File: config.mk
export PLATFORM = sky130hd
export DESIGN_NAME = fmem_write_packer
export DESIGN_NICKNAME = d
export VERILOG_FILES = /design/src/rtl/fmem_pkg.sv /design/src/rtl/fmem_pixel_packer.sv /design/src/rtl/fmem_write_packer.sv
export SDC_FILE = /design/constraint.sdc
export NUM_CORES = 1
export LEC_CHECK = 0
export ABC_AREA = 1
export ABC_CLOCK_PERIOD_IN_PS = 20600
export BUFFER_PORTS_ARGS = -buffer_cell sky130_fd_sc_hd__buf_2
export CAP_MARGIN = 20
export CORE_AREA = 3 3 143 145
export DETAILED_ROUTE_END_ITERATION = 10
export DIE_AREA = 0 0 146 148
export PLACE_DENSITY = 0.8
export SETUP_SLACK_MARGIN = 0.02
export SLEW_MARGIN = 10
export SYNTH_ARGS = -nofsm -noshare
export SYNTH_HDL_FRONTEND = slang
export SYNTH_SLANG_ARGS = --single-unit
File: constraint.sdc
create_clock -name i_clk -period 20.6 [get_ports i_clk]
set_input_delay 4.12 -clock i_clk [delete_from_list [all_inputs] [get_ports i_clk]]
set_output_delay 4.12 -clock i_clk [all_outputs]
set_load 0.1 [all_outputs]
File: src/rtl/fmem_pkg.sv
// fmem_pkg: shared types and constants for the frame memory write path
// Contents: capture state enum, pixel lanes per memory word, lane index type.
package fmem_pkg;
    typedef enum logic {IDLE, CAPTURE} state_t;
    localparam int LANES = 4;
    typedef logic [$clog2(LANES)-1:0] lane_idx_t;
endpackage

File: src/rtl/fmem_pixel_packer.sv
// fmem_pixel_packer: gathers pixels into a LANES-wide word, zero-padded on flush
// Ports:
//   clk, rst  clock and asynchronous active-high reset
//   push      pixel valid, data goes into the current lane
//   flush     emit the partial word if any lane is filled
//   data      pixel
//   emit      word is complete (combinational, same cycle as push/flush)
//   word      packed word, lane 0 in the low bits
module fmem_pixel_packer
    import fmem_pkg::*;
#(
    parameter int DATA_WIDTH = 24
) (
    input  logic                        clk,
    input  logic                        rst,
    input  logic                        push,
    input  logic                        flush,
    input  logic [DATA_WIDTH-1:0]       data,
    output logic                        emit,
    output logic [DATA_WIDTH*LANES-1:0] word
);
    logic [LANES-1:0][DATA_WIDTH-1:0] lanes_q, lanes_d;
    lane_idx_t idx_q;

    always_comb begin
        lanes_d = lanes_q;
        if (push) lanes_d[idx_q] = data;
    end

    assign emit = (push && idx_q == lane_idx_t'(LANES - 1)) || (flush && idx_q != '0);
    assign word = lanes_d;

    // lanes are cleared on every emit, so unfilled lanes of a flushed word read as zero
    always_ff @(posedge clk or posedge rst)
        if (rst) begin
            lanes_q <= '0;
            idx_q   <= '0;
        end else if (emit) begin
            lanes_q <= '0;
            idx_q   <= '0;
        end else if (push) begin
            lanes_q <= lanes_d;
            idx_q   <= idx_q + 1'b1;
        end
endmodule

File: src/rtl/fmem_write_packer.sv
// fmem_write_packer: packs a pixel stream into memory words and issues sequential writes
// Ports:
//   i_clk, rst      clock and asynchronous active-high reset
//   i_wr_en         capture enable, sampled on vsync rise
//   i_vsync         frame sync, rising edge starts/ends a frame
//   i_de, i_data    pixel valid and pixel
//   i_hres, i_vres  expected frame geometry (size check only)
//   o_wen, o_waddr, o_wdata  registered memory write
//   o_busy          capturing
//   o_frame_done    one-cycle pulse after a capture frame ends
//   o_overflow      sticky, a write was dropped past ADDR_DEPTH
//   o_size_err      sticky geometry mismatch
// Build option: FMEM_WR_SIZE_CHECK_EN enables the line/frame size check; otherwise o_size_err is 0.
module fmem_write_packer
    import fmem_pkg::*;
#(
    parameter int DATA_WIDTH = 24,
    parameter int MEM_WIDTH  = DATA_WIDTH * LANES,
    parameter int ADDR_DEPTH = 512 * 512 / 4,
    parameter int ADDR_WIDTH = $clog2(ADDR_DEPTH)
) (
    input  logic                  i_clk,
    input  logic                  rst,
    input  logic                  i_wr_en,
    input  logic                  i_vsync,
    input  logic                  i_de,
    input  logic [DATA_WIDTH-1:0] i_data,
    input  logic [10:0]           i_hres,
    input  logic [10:0]           i_vres,
    output logic                  o_wen,
    output logic [ADDR_WIDTH-1:0] o_waddr,
    output logic [MEM_WIDTH-1:0]  o_wdata,
    output logic                  o_busy,
    output logic                  o_frame_done,
    output logic                  o_overflow,
    output logic                  o_size_err
);
    localparam logic [ADDR_WIDTH:0] FULL = (ADDR_WIDTH + 1)'(ADDR_DEPTH);

    state_t state_q, state_d;
    logic vsync_q, de_q;
    logic [ADDR_WIDTH:0] cnt_q;
    logic emit;
    logic [MEM_WIDTH-1:0] word;

    wire capture = state_q == CAPTURE;
    wire vs_rise = i_vsync && !vsync_q;
    wire de_fall = !i_de && de_q;
    wire start   = vs_rise && i_wr_en;
    // pixels on the vsync-rise cycle belong to no frame
    wire push    = capture && i_de && !vs_rise;
    wire flush   = capture && (vs_rise || de_fall);
    wire full    = cnt_q == FULL;

    fmem_pixel_packer #(.DATA_WIDTH(DATA_WIDTH)) u_packer (
        .clk  (i_clk),
        .rst  (rst),
        .push (push),
        .flush(flush),
        .data (i_data),
        .emit (emit),
        .word (word)
    );

    always_comb state_d = vs_rise ? (i_wr_en ? CAPTURE : IDLE) : state_q;

    always_ff @(posedge i_clk or posedge rst)
        if (rst) state_q <= IDLE;
        else state_q <= state_d;

    assign o_busy = capture;

    // a flush on the vsync-rise cycle still uses the old address; the counter restarts behind it
    always_ff @(posedge i_clk or posedge rst)
        if (rst) begin
            vsync_q      <= 1'b0;
            de_q         <= 1'b0;
            cnt_q        <= '0;
            o_wen        <= 1'b0;
            o_waddr      <= '0;
            o_wdata      <= '0;
            o_frame_done <= 1'b0;
            o_overflow   <= 1'b0;
        end else begin
            vsync_q      <= i_vsync;
            de_q         <= i_de;
            o_frame_done <= vs_rise && capture;
            o_wen        <= emit && !full;
            if (emit && !full) begin
                o_waddr <= cnt_q[ADDR_WIDTH-1:0];
                o_wdata <= word;
            end
            if (vs_rise) cnt_q <= '0;
            else if (emit && !full) cnt_q <= cnt_q + 1'b1;
            // an overflow from the closing frame's flush outlives the restart
            if (start) o_overflow <= 1'b0;
            if (emit && full) o_overflow <= 1'b1;
        end

`ifdef FMEM_WR_SIZE_CHECK_EN
    logic [11:0] pix_q, line_q;

    always_ff @(posedge i_clk or posedge rst)
        if (rst) begin
            pix_q      <= '0;
            line_q     <= '0;
            o_size_err <= 1'b0;
        end else begin
            if (start || de_fall) pix_q <= '0;
            else if (push) pix_q <= pix_q + 1'b1;
            if (start) line_q <= '0;
            else if (capture && de_fall) line_q <= line_q + 1'b1;
            // errors found at the end of a frame stay visible across its restart
            if (start) o_size_err <= 1'b0;
            if (capture && de_fall && pix_q != {1'b0, i_hres}) o_size_err <= 1'b1;
            if (capture && vs_rise && line_q != {1'b0, i_vres}) o_size_err <= 1'b1;
        end
`else
    logic unused_size;
    assign unused_size = ^{i_hres, i_vres};
    assign o_size_err  = 1'b0;
`endif
endmodule

==> flow_metrics.py, run 1 <==
metrics = {
    "synthesis": {
        "ys_seq_area_frac": 0.605,
        "synth_common_cells": "332 x nand2_1, 233 x dfrtp_1, 180 x o21ai_0",
        "ys.flop_type": "dfrtp_1",
        "synth_largest_area_cell": "dfrtp_1",
        "synth-edff-count": 0,
        "synth.most_common_cell": "nand2_1",
        "yosysWarnings": 0,
        "netlist_instances": 1091,
        "netlist_area_um2": 9640,
        "ys_ff_latch": 233,
        "synth.net_count": 1148,
        "avgSynthCellArea_um2": 8.84,
        "synth.top_cell.area_share": 0.605,
        "synth_area_leaders": "dfrtp_1 60%, nand2_1 13%, o21ai_0 9.3%",
        "synthArstFlopShare": 1.00,
        "synthDistinctLibCells": 23,
    },
    "timing": {
        "worst-slew-pin-transition_ns": 1.15,
        "setup_ws_ns": 13.84,
        "rsz0062_at_grt": "false",
        "slew_violations": 0,
        "fin_skew_ns": 0.00926,
        "fin_crit_ns": 6.76,
        "hold_violations": 0,
        "finalCritPeriodShare": 0.328,
        "fin_tns_setup_ns": 0,
        "setup_viol": 0,
        "relSlewSlack": 0.232,
        "fmax_ghz": 0.148,
    },
    "clocking": {
        "cts_hold_buf": 0,
        "clk_pin_slew_worst_paths_ns": 0.06,
        "htree_levels": 1,
        "cts_root_buf": "clkbuf_16",
        "cts.sinks": 233,
        "cts_buffer_depth": 3,
        "cts_buffers": 24,
        "worst_skew_pair.late_latency_ns": 0.50,
        "cts_tree": "yes",
        "post_cts_buffers": 0,
        "ctsResizeCount": 0,
    },
    "floorplan": {
        "die_w_um": 146,
        "core_area_um2": 19300,
        "num_rows": 51,
        "dieArea_um2": 21600,
        "initial_core_util": 0.499,
        "ios": 168,
        "die_h_um": 148,
    },
    "worst_setup_path": {
        "cp_common_cell": "nand2_4",
        "cp_top_family": "simple AND/OR/NAND/NOR gates",
        "cp_cell_sequence": "buf_2 -> nand2_4 -> nand3_2 -> nand2_4 -> nand2_8 -> buf_4 -> nand2_1 -> o21ai_0",
        "critical_path_buf_inv_count": 2,
        "critPathMaxFanout": 127,
        "cp_slowest_cell": "nand3_2",
        "max_stage_delay_ns": 0.80,
        "cp.arrival_ns": 7.10,
        "crit_path_start_kind": "primary input",
        "crit_required_ns": 20.94,
        "path_class": "primary input to flip-flop",
        "setup.worst_path.end_class": "flip-flop",
    },
    "global_route": {
        "grt_pass1_vias": 7251,
        "grt_max_degree": 128,
        "grt_pass1_wl_um": 37100,
        "overflow": 0,
        "antenna_found_initial": 1,
        "grt_usage": 0.205,
    },
    "detailed_routing": {
        "vias": 7511,
        "ant_nets": 0,
        "wire_per_inst_um": 14.9,
        "vias_per_cell": 5.05,
        "drt_iter0_drc": 533,
        "drtPass1Iterations": 4,
        "finalWirelength_um": 22200,
        "drc_errors": 0,
    },
    "placed_design": {
        "place.port_buffers": 144,
        "place_congestion": 0.846,
        "placed_cells": 1442,
        "dp_hpwl_um": 14200,
        "pre_cts_ws_ns": 13.34,
    },
    "cells_and_area": {
        "fill_cells": 1714,
        "final_core_util": 0.579,
        "regArea_um2": 5830,
        "syn2layout_area_growth_pct": 16.0,
        "multi_input_area_um2": 3140,
        "drive_above_1_share": 0.165,
        "fin_cells": 1487,
        "final_net_count": 1261,
    },
    "job": {
        "maxCapViolations": 0,
    },
    "min_path": {
        "hp-class": "flip-flop to flip-flop",
    },
    "status": {
        "status": "finished clean",
    },
}
[cell usage in the layout, fill, tap and decap left out, drive strengths merged]
cell type / n
nand2: 336
dfrtp: 233
o21ai: 200
buf: 150
nor2: 114
inv: 81
clkbuf: 33
nand3: 28
a21oi: 18
nand4: 7
ha: 6
clkinv: 6
xor2: 4
clkinvlp: 3
diode: 1
conb: 1
bufinv: 1
[metrics by stage]
stage | hold slack [ns] | cell area [um^2]
finish | 0.474 | 11200
detailed placement | 0.461 | 10400
global route | 0.498 | 11200
CTS | 0.478 | 11200
floorplan | 0.485 | 9640
global placement | 0.461 | 10400
[state kept, by name, indices dropped and copies added, names as in the netlist, 2 cells and up]
register / count
u_packer.lanes_q: 96
o_waddr: 16
u_packer.idx_q: 2
o_wdata: 96
cnt_q: 17
[path summary, 6_finish.rpt]
path                            slack [ns]  depth (start not counted)                   end         from
worst max-delay path                 13.84                          8           o_wdata[76]      i_vsync
worst min-delay path                  0.47                          2           o_wdata[55]  o_wdata[55]
worst max register to register       17.22                          8           o_wdata[76]      vsync_q
worst min register to register        0.47                          2           o_wdata[55]  o_wdata[55]
max in group asynchronous            15.23                          4  u_packer.lanes_q[64]          rst
min in group asynchronous             3.69                          2           o_wdata[50]          rst
[worst reg2reg max path: stages (launching register included)]
cell     delay [ns]
dfrtp_1        0.34
inv_2          0.04
nand2_4        0.23
nand3_2        0.81
nand2_4        0.47
nand2_8        0.41
buf_4          0.61
nand2_1        0.21
o21ai_0        0.10
[area by class of cell]
class / instances / area share
Clock inverter: 10 / 0.00738
Clock buffer: 33 / 0.0631
Timing Repair Buffer: 150 / 0.0702
Sequential cell: 233 / 0.521
Antenna cell: 1 / 0.000224
Multi-Input combinational cell: 714 / 0.280
Tap cell: 265 / 0.0296
Inverter: 81 / 0.0278
[logic make-up after synthesis]
group,synth area share
adder cells (fa/ha/maj),0.00778
other,0.000389
AND/OR/NAND/NOR,0.197
AO/OA/AOI/OAI,0.113
buffers and inverters,0.0730
XOR/XNOR,0.00363
flip-flops,0.605
[metal layers]
metal | vias to the layer above | GRT usage | share of wire
met4 | 0 | 0.0560 | 0.022
li1 | 3676 | - | -
met5 | - | 0 | 0
met1 | 3582 | 0.311 | 0.47
met3 | 36 | 0.0313 | 0.052
met2 | 217 | 0.313 | 0.46
Power of run 1 is not shown: default switching activity piles up to over one toggle a cycle in this logic, so the estimate is an artifact.
==> inputs of run 2 (changes only) <==
--- a/config.mk
+++ b/config.mk
@@ -6,13 +6,13 @@
 export NUM_CORES = 1
 export LEC_CHECK = 0
 export ABC_AREA = 1
-export ABC_CLOCK_PERIOD_IN_PS = 20600
+export ABC_CLOCK_PERIOD_IN_PS = 5900
 export BUFFER_PORTS_ARGS = -buffer_cell sky130_fd_sc_hd__buf_2
 export CAP_MARGIN = 20
 export CORE_AREA = 3 3 143 145
 export DETAILED_ROUTE_END_ITERATION = 10
 export DIE_AREA = 0 0 146 148
-export PLACE_DENSITY = 0.8
+export PLACE_DENSITY = 0.83
 export SETUP_SLACK_MARGIN = 0.02
 export SLEW_MARGIN = 10
 export SYNTH_ARGS = -nofsm -noshare
==> constraint.sdc (replaced) <==
create_clock -name i_clk -period 5.9 [get_ports i_clk]
set_input_delay 1.18 -clock i_clk [delete_from_list [all_inputs] [get_ports i_clk]]
set_output_delay 1.18 -clock i_clk [all_outputs]
set_load 0.1 [all_outputs]
==> run 2 against run 1 <==
Net effect:
- routed wire length decreased by 0.56%
- critical path depth is 2 lower
- flip-flop and latch count unchanged
- clock-buffer cell count is 1 higher
- design area is 0.53% higher
- hold slack worse by 0.0051 ns
- largest cell class unchanged
- highest routed layer unchanged
==> flow_metrics.py, run 2 (same netlist as run 1, synthesis figures left out) <==
metrics = {
    "min_path": {
        "min_to": "o_wdata[64]",
        "hp-start": "o_wdata[64]",
        "hp-class": "flip-flop to flip-flop",
        "min_path_cells": 2,
    },
    "global_route": {
        "grt_pass1_wl_um": 36600,
        "antenna_found_initial": 1,
        "grt_usage": 0.203,
        "overflow": 0,
        "grt_pass1_vias": 7199,
        "grt_max_degree": 140,
    },
    "timing": {
        "worst-slew-pin-transition_ns": 0.957,
        "rsz0062_at_grt": "false",
        "finalCritPeriodShare": 0.526,
        "relSlewSlack": 0.361,
        "setup_viol": 0,
        "hold_violations": 0,
        "hold_ws_ns": 0.469,
        "fin_skew_ns": 0.0160,
        "fin_crit_ns": 3.10,
        "fin_tns_setup_ns": 0,
        "slew_violations": 0,
        "fmax_ghz": 0.322,
    },
    "cells_and_area": {
        "drive_above_1_share": 0.165,
        "fill_cells": 1657,
        "syn2layout_area_growth_pct": 16.6,
        "mostFrequentLayoutCell": "nand2_1",
        "fin_cells": 1489,
        "final_net_count": 1265,
        "most-common-layout-cells": "332 x nand2_1, 233 x dfrtp_1, 180 x o21ai_0",
        "top_regs": "o_wdata: 96 flops, u_packer.lanes_q: 96 flops, cnt_q: 17 flops",
        "final_design_area_no_fill_um2": 11200,
    },
    "detailed_routing": {
        "drt_iter0_drc": 661,
        "ant_nets": 0,
        "finalWirelength_um": 22100,
        "drc_errors": 0,
        "wire_per_inst_um": 14.8,
        "vias_per_cell": 5.02,
        "vias": 7479,
        "drtPass1Iterations": 8,
    },
    "worst_setup_path": {
        "reg2reg_from": "cnt_q[0]",
        "timing.reg2reg.setup_slack_ns": 3.06,
        "critPathMaxFanout": 48,
        "setup.worst_path.end_class": "flip-flop",
        "cp.arrival_ns": 3.51,
        "r2r-end": "o_wdata[7]",
        "crit_required_ns": 6.31,
        "r2r.worst_path.cells": 10,
        "path_class": "primary input to flip-flop",
        "crit_path_start_kind": "primary input",
    },
    "clocking": {
        "cts_root_buf": "clkbuf_16",
        "cts_tree": "yes",
        "cts.sinks": 233,
        "cts_buffers": 25,
        "cts_hold_buf": 0,
        "cts_buffer_depth": 3,
        "htree_levels": 1,
        "post_cts_buffers": 0,
        "clk_pin_slew_worst_paths_ns": 0.06,
        "ctsResizeCount": 0,
        "worst_skew_pair.late_latency_ns": 0.51,
    },
    "placed_design": {
        "place_congestion": 0.856,
        "placed_cells": 1445,
        "dpl_cell_area_um2": 10400,
        "dp_hpwl_um": 14400,
        "place.port_buffers": 144,
    },
    "floorplan": {
        "ios": 168,
        "initial_core_util": 0.499,
        "die_h_um": 148,
        "num_rows": 51,
        "dieArea_um2": 21600,
        "core_area_um2": 19300,
        "die_w_um": 146,
    },
    "job": {
        "maxCapViolations": 0,
    },
    "status": {
        "status": "finished clean",
    },
}
[run 2: changes by cell type in the layout (fill, tap and decap cells not counted), sizes merged]
| cell | before | now |
|---|---|---|
| clkbuf | 33 | 34 |
| clkinv | 6 | 2 |
| buf | 150 | 153 |
| inv | 81 | 82 |
| clkinvlp | 3 | 2 |
| bufinv | 1 | 3 |
[run 2: worst max-delay path by stage]
stage | from | to | depth (start not counted)
floorplan | rst | cnt_q[0] | 1
global placement | i_vsync | o_wdata[16] | 6
detailed placement | i_vsync | cnt_q[4] | 7
CTS | i_vsync | o_wdata[16] | 6
global route | i_vsync | o_wdata[16] | 6
finish | i_vsync | o_wdata[16] | 6
[run 2: area by class of cell]
class	instances	area (um^2)	share of cell area
clock buffer	34	699	0.0622
timing repair buffer	153	808	0.0719
sequential	233	5830	0.518
multi-input combinational	714	3140	0.279
tap	265	332	0.0295
clock inverter	8	129	0.0115
antenna	1	2.50	0.000223
inverter	81	308	0.0274
[run 2: worst max-delay path: stages]
cell     delay, ns
buf_2         0.12
nand2_4       0.24
nand2_1       0.50
nor2_4        0.92
o21ai_0       0.29
o21ai_0       0.23
[run 2: per-stage QoR]
step,setup slack (ns),utilization
after floorplan,1.67,-
after global placement,2.35,0.537
after detailed placement,2.30,0.537
after CTS,2.79,0.580
after global routing,2.54,0.582
final,2.80,0.582
[run 2: routing by layer]
metal / track usage / vias up / part of all wire
met1: 0.294 / 3560 / 0.46
met5: 0 / - / 0
met3: 0.0337 / 50 / 0.056
li1: - / 3665 / -
met4: 0.0640 / 0 / 0.031
met2: 0.319 / 204 / 0.45
Power of run 2 is left out for the same reason.
==> inputs of run 3 (changes only) <==
--- a/config.mk
+++ b/config.mk
@@ -6,13 +6,13 @@
 export NUM_CORES = 1
 export LEC_CHECK = 0
 export ABC_AREA = 1
-export ABC_CLOCK_PERIOD_IN_PS = 5900
+export ABC_CLOCK_PERIOD_IN_PS = 2860
 export BUFFER_PORTS_ARGS = -buffer_cell sky130_fd_sc_hd__buf_2
 export CAP_MARGIN = 20
 export CORE_AREA = 3 3 143 145
 export DETAILED_ROUTE_END_ITERATION = 10
 export DIE_AREA = 0 0 146 148
-export PLACE_DENSITY = 0.83
+export PLACE_DENSITY = 0.8
 export SETUP_SLACK_MARGIN = 0.02
 export SLEW_MARGIN = 10
 export SYNTH_ARGS = -nofsm -noshare
==> constraint.sdc (replaced) <==
create_clock -name i_clk -period 2.86 [get_ports i_clk]
set_input_delay 0.572 -clock i_clk [delete_from_list [all_inputs] [get_ports i_clk]]
set_output_delay 0.572 -clock i_clk [all_outputs]
set_load 0.1 [all_outputs]
==> run 3 against run 2 <==
Net effect:
- first-iteration DRC count decreased by 18%
- utilization increased by 0.47 points
- final cell count increased by 0.54%
- worst setup slack got worse by 2.1 ns
- critical path depth increased by 5
- die area unchanged
- critical endpoint is now o_wdata[55]
==> flow_metrics.py, run 3 (same netlist as run 1, synthesis figures left out) <==
metrics = {
    "placed_design": {
        "place_congestion": 0.864,
        "dp_hpwl_um": 14900,
        "dpl_cell_area_um2": 10500,
        "place.port_buffers": 144,
    },
    "clocking": {
        "cts_tree": "yes",
        "cts_buffer_depth": 3,
        "ctsResizeCount": 0,
        "clk_pin_slew_worst_paths_ns": 0.06,
        "post_cts_buffers": 0,
        "cts_hold_buf": 0,
        "cts_root_buf": "clkbuf_16",
        "cts_buffers": 25,
        "htree_levels": 1,
        "worst_skew_pair.late_latency_ns": 0.51,
        "cts.sinks": 233,
    },
    "worst_setup_path": {
        "r2r.worst_path.cells": 11,
        "crit_required_ns": 3.30,
        "crit_path_start_kind": "flip-flop",
        "setup.worst_path.end_class": "flip-flop",
        "cp.arrival_ns": 2.59,
        "critPathMaxFanout": 39,
        "path_class": "flip-flop to flip-flop",
    },
    "floorplan": {
        "die_w_um": 146,
        "dieArea_um2": 21600,
        "num_rows": 51,
        "ios": 168,
        "core_area_um2": 19300,
        "die_h_um": 148,
        "initial_core_util": 0.499,
    },
    "cells_and_area": {
        "drive_above_1_share": 0.171,
        "syn2layout_area_growth_pct": 17.6,
        "mostFrequentLayoutCell": "nand2_1",
        "final_design_area_no_fill_um2": 11300,
        "final_net_count": 1270,
        "top_regs": "o_wdata: 96 flops, u_packer.lanes_q: 96 flops, cnt_q: 17 flops",
        "most-common-layout-cells": "332 x nand2_1, 233 x dfrtp_1, 180 x o21ai_0",
    },
    "timing": {
        "worst-slew-pin-transition_ns": 0.666,
        "fmax_ghz": 0.464,
        "slew_violations": 0,
        "setup_viol": 0,
        "hold_violations": 0,
        "rsz0062_at_grt": "false",
        "fin_tns_setup_ns": 0,
        "finalCritPeriodShare": 0.754,
        "fin_skew_ns": 0.0191,
        "relSlewSlack": 0.556,
        "fin_crit_ns": 2.16,
    },
    "detailed_routing": {
        "drtPass1Iterations": 5,
        "finalWirelength_um": 22500,
        "drt_iter0_drc": 543,
        "vias": 7489,
        "ant_nets": 0,
        "drc_errors": 0,
        "vias_per_cell": 5.00,
        "wire_per_inst_um": 15.0,
    },
    "global_route": {
        "antenna_found_initial": 1,
        "grt_pass1_wl_um": 36900,
        "grt_usage": 0.206,
        "overflow": 0,
        "grt_pass1_vias": 7294,
        "grt_max_degree": 107,
    },
    "status": {
        "status": "finished clean",
    },
    "job": {
        "maxCapViolations": 0,
    },
    "min_path": {
        "hp-class": "primary input to async pin",
    },
}
==> run 3: changes by cell type in the layout (fill, tap and decap cells not counted), sizes merged <==
cell,delta
clkinvlp,-1
inv,-1
buf,+5
clkinv,+5
bufinv,-2
clkbuf,+2
==> run 3: layout make-up <==
| class | instances | area (um^2) |
|---|---|---|
| timing repair buffer | 158 | 913 |
| multi-input combinational | 714 | 3140 |
| sequential | 233 | 5830 |
| inverter | 81 | 308 |
| clock inverter | 9 | 77.6 |
| antenna | 1 | 2.50 |
| fill | 1700 | 8000 |
| clock buffer | 36 | 737 |
| tap | 265 | 332 |
==> run 3: routing by layer <==
layer  track usage  vias up  wire length, um  part of all wire
met5             0        -                0                 0
met4        0.0517        0              366             0.016
met3        0.0392       31             1240             0.055
met2         0.328      209            10500              0.47
met1         0.296     3563            10400              0.46
li1              -     3686                -                 -
==> run 3: stage by stage <==
| stage | setup WS (ns) | utilization | hold WS, ns | cells |
|---|---|---|---|---|
| after CTS | 0.666 | 0.586 | 0.0805 | 1496 |
| after floorplan | -0.762 | - | 0.485 | 1091 |
| final | 0.703 | 0.586 | 0.0897 | 1497 |
| after detailed placement | 0.407 | 0.544 | 0.462 | 1451 |
| after global placement | 0.495 | 0.544 | 0.460 | 1451 |
| after global routing | 0.471 | 0.586 | 0.0820 | 1497 |
==> run 3: final timing paths <==
check                                            end        start  slack [ns]
worst max register to register           o_wdata[55]     cnt_q[0]        0.70
min in group i_clk                           vsync_q      i_vsync        0.22
worst min register to register           o_wdata[67]  o_wdata[67]        0.47
worst min-delay path            u_packer.lanes_q[63]          rst        0.09
worst max-delay path                     o_wdata[55]     cnt_q[0]        0.70
max in group asynchronous                o_wdata[42]          rst        1.96
==> run 3: worst max-delay path, cell delays in order (launching register included) <==
cell     delay, ns
dfrtp_1       0.40
inv_1         0.10
ha_1          0.22
nand2_1       0.06
inv_1         0.03
nand2_1       0.04
nor2_1        0.05
nand2_2       0.17
nand2_8       0.19
inv_1         0.55
nand2_1       0.16
nand2_1       0.10
Power of run 3 is left out for the same reason.
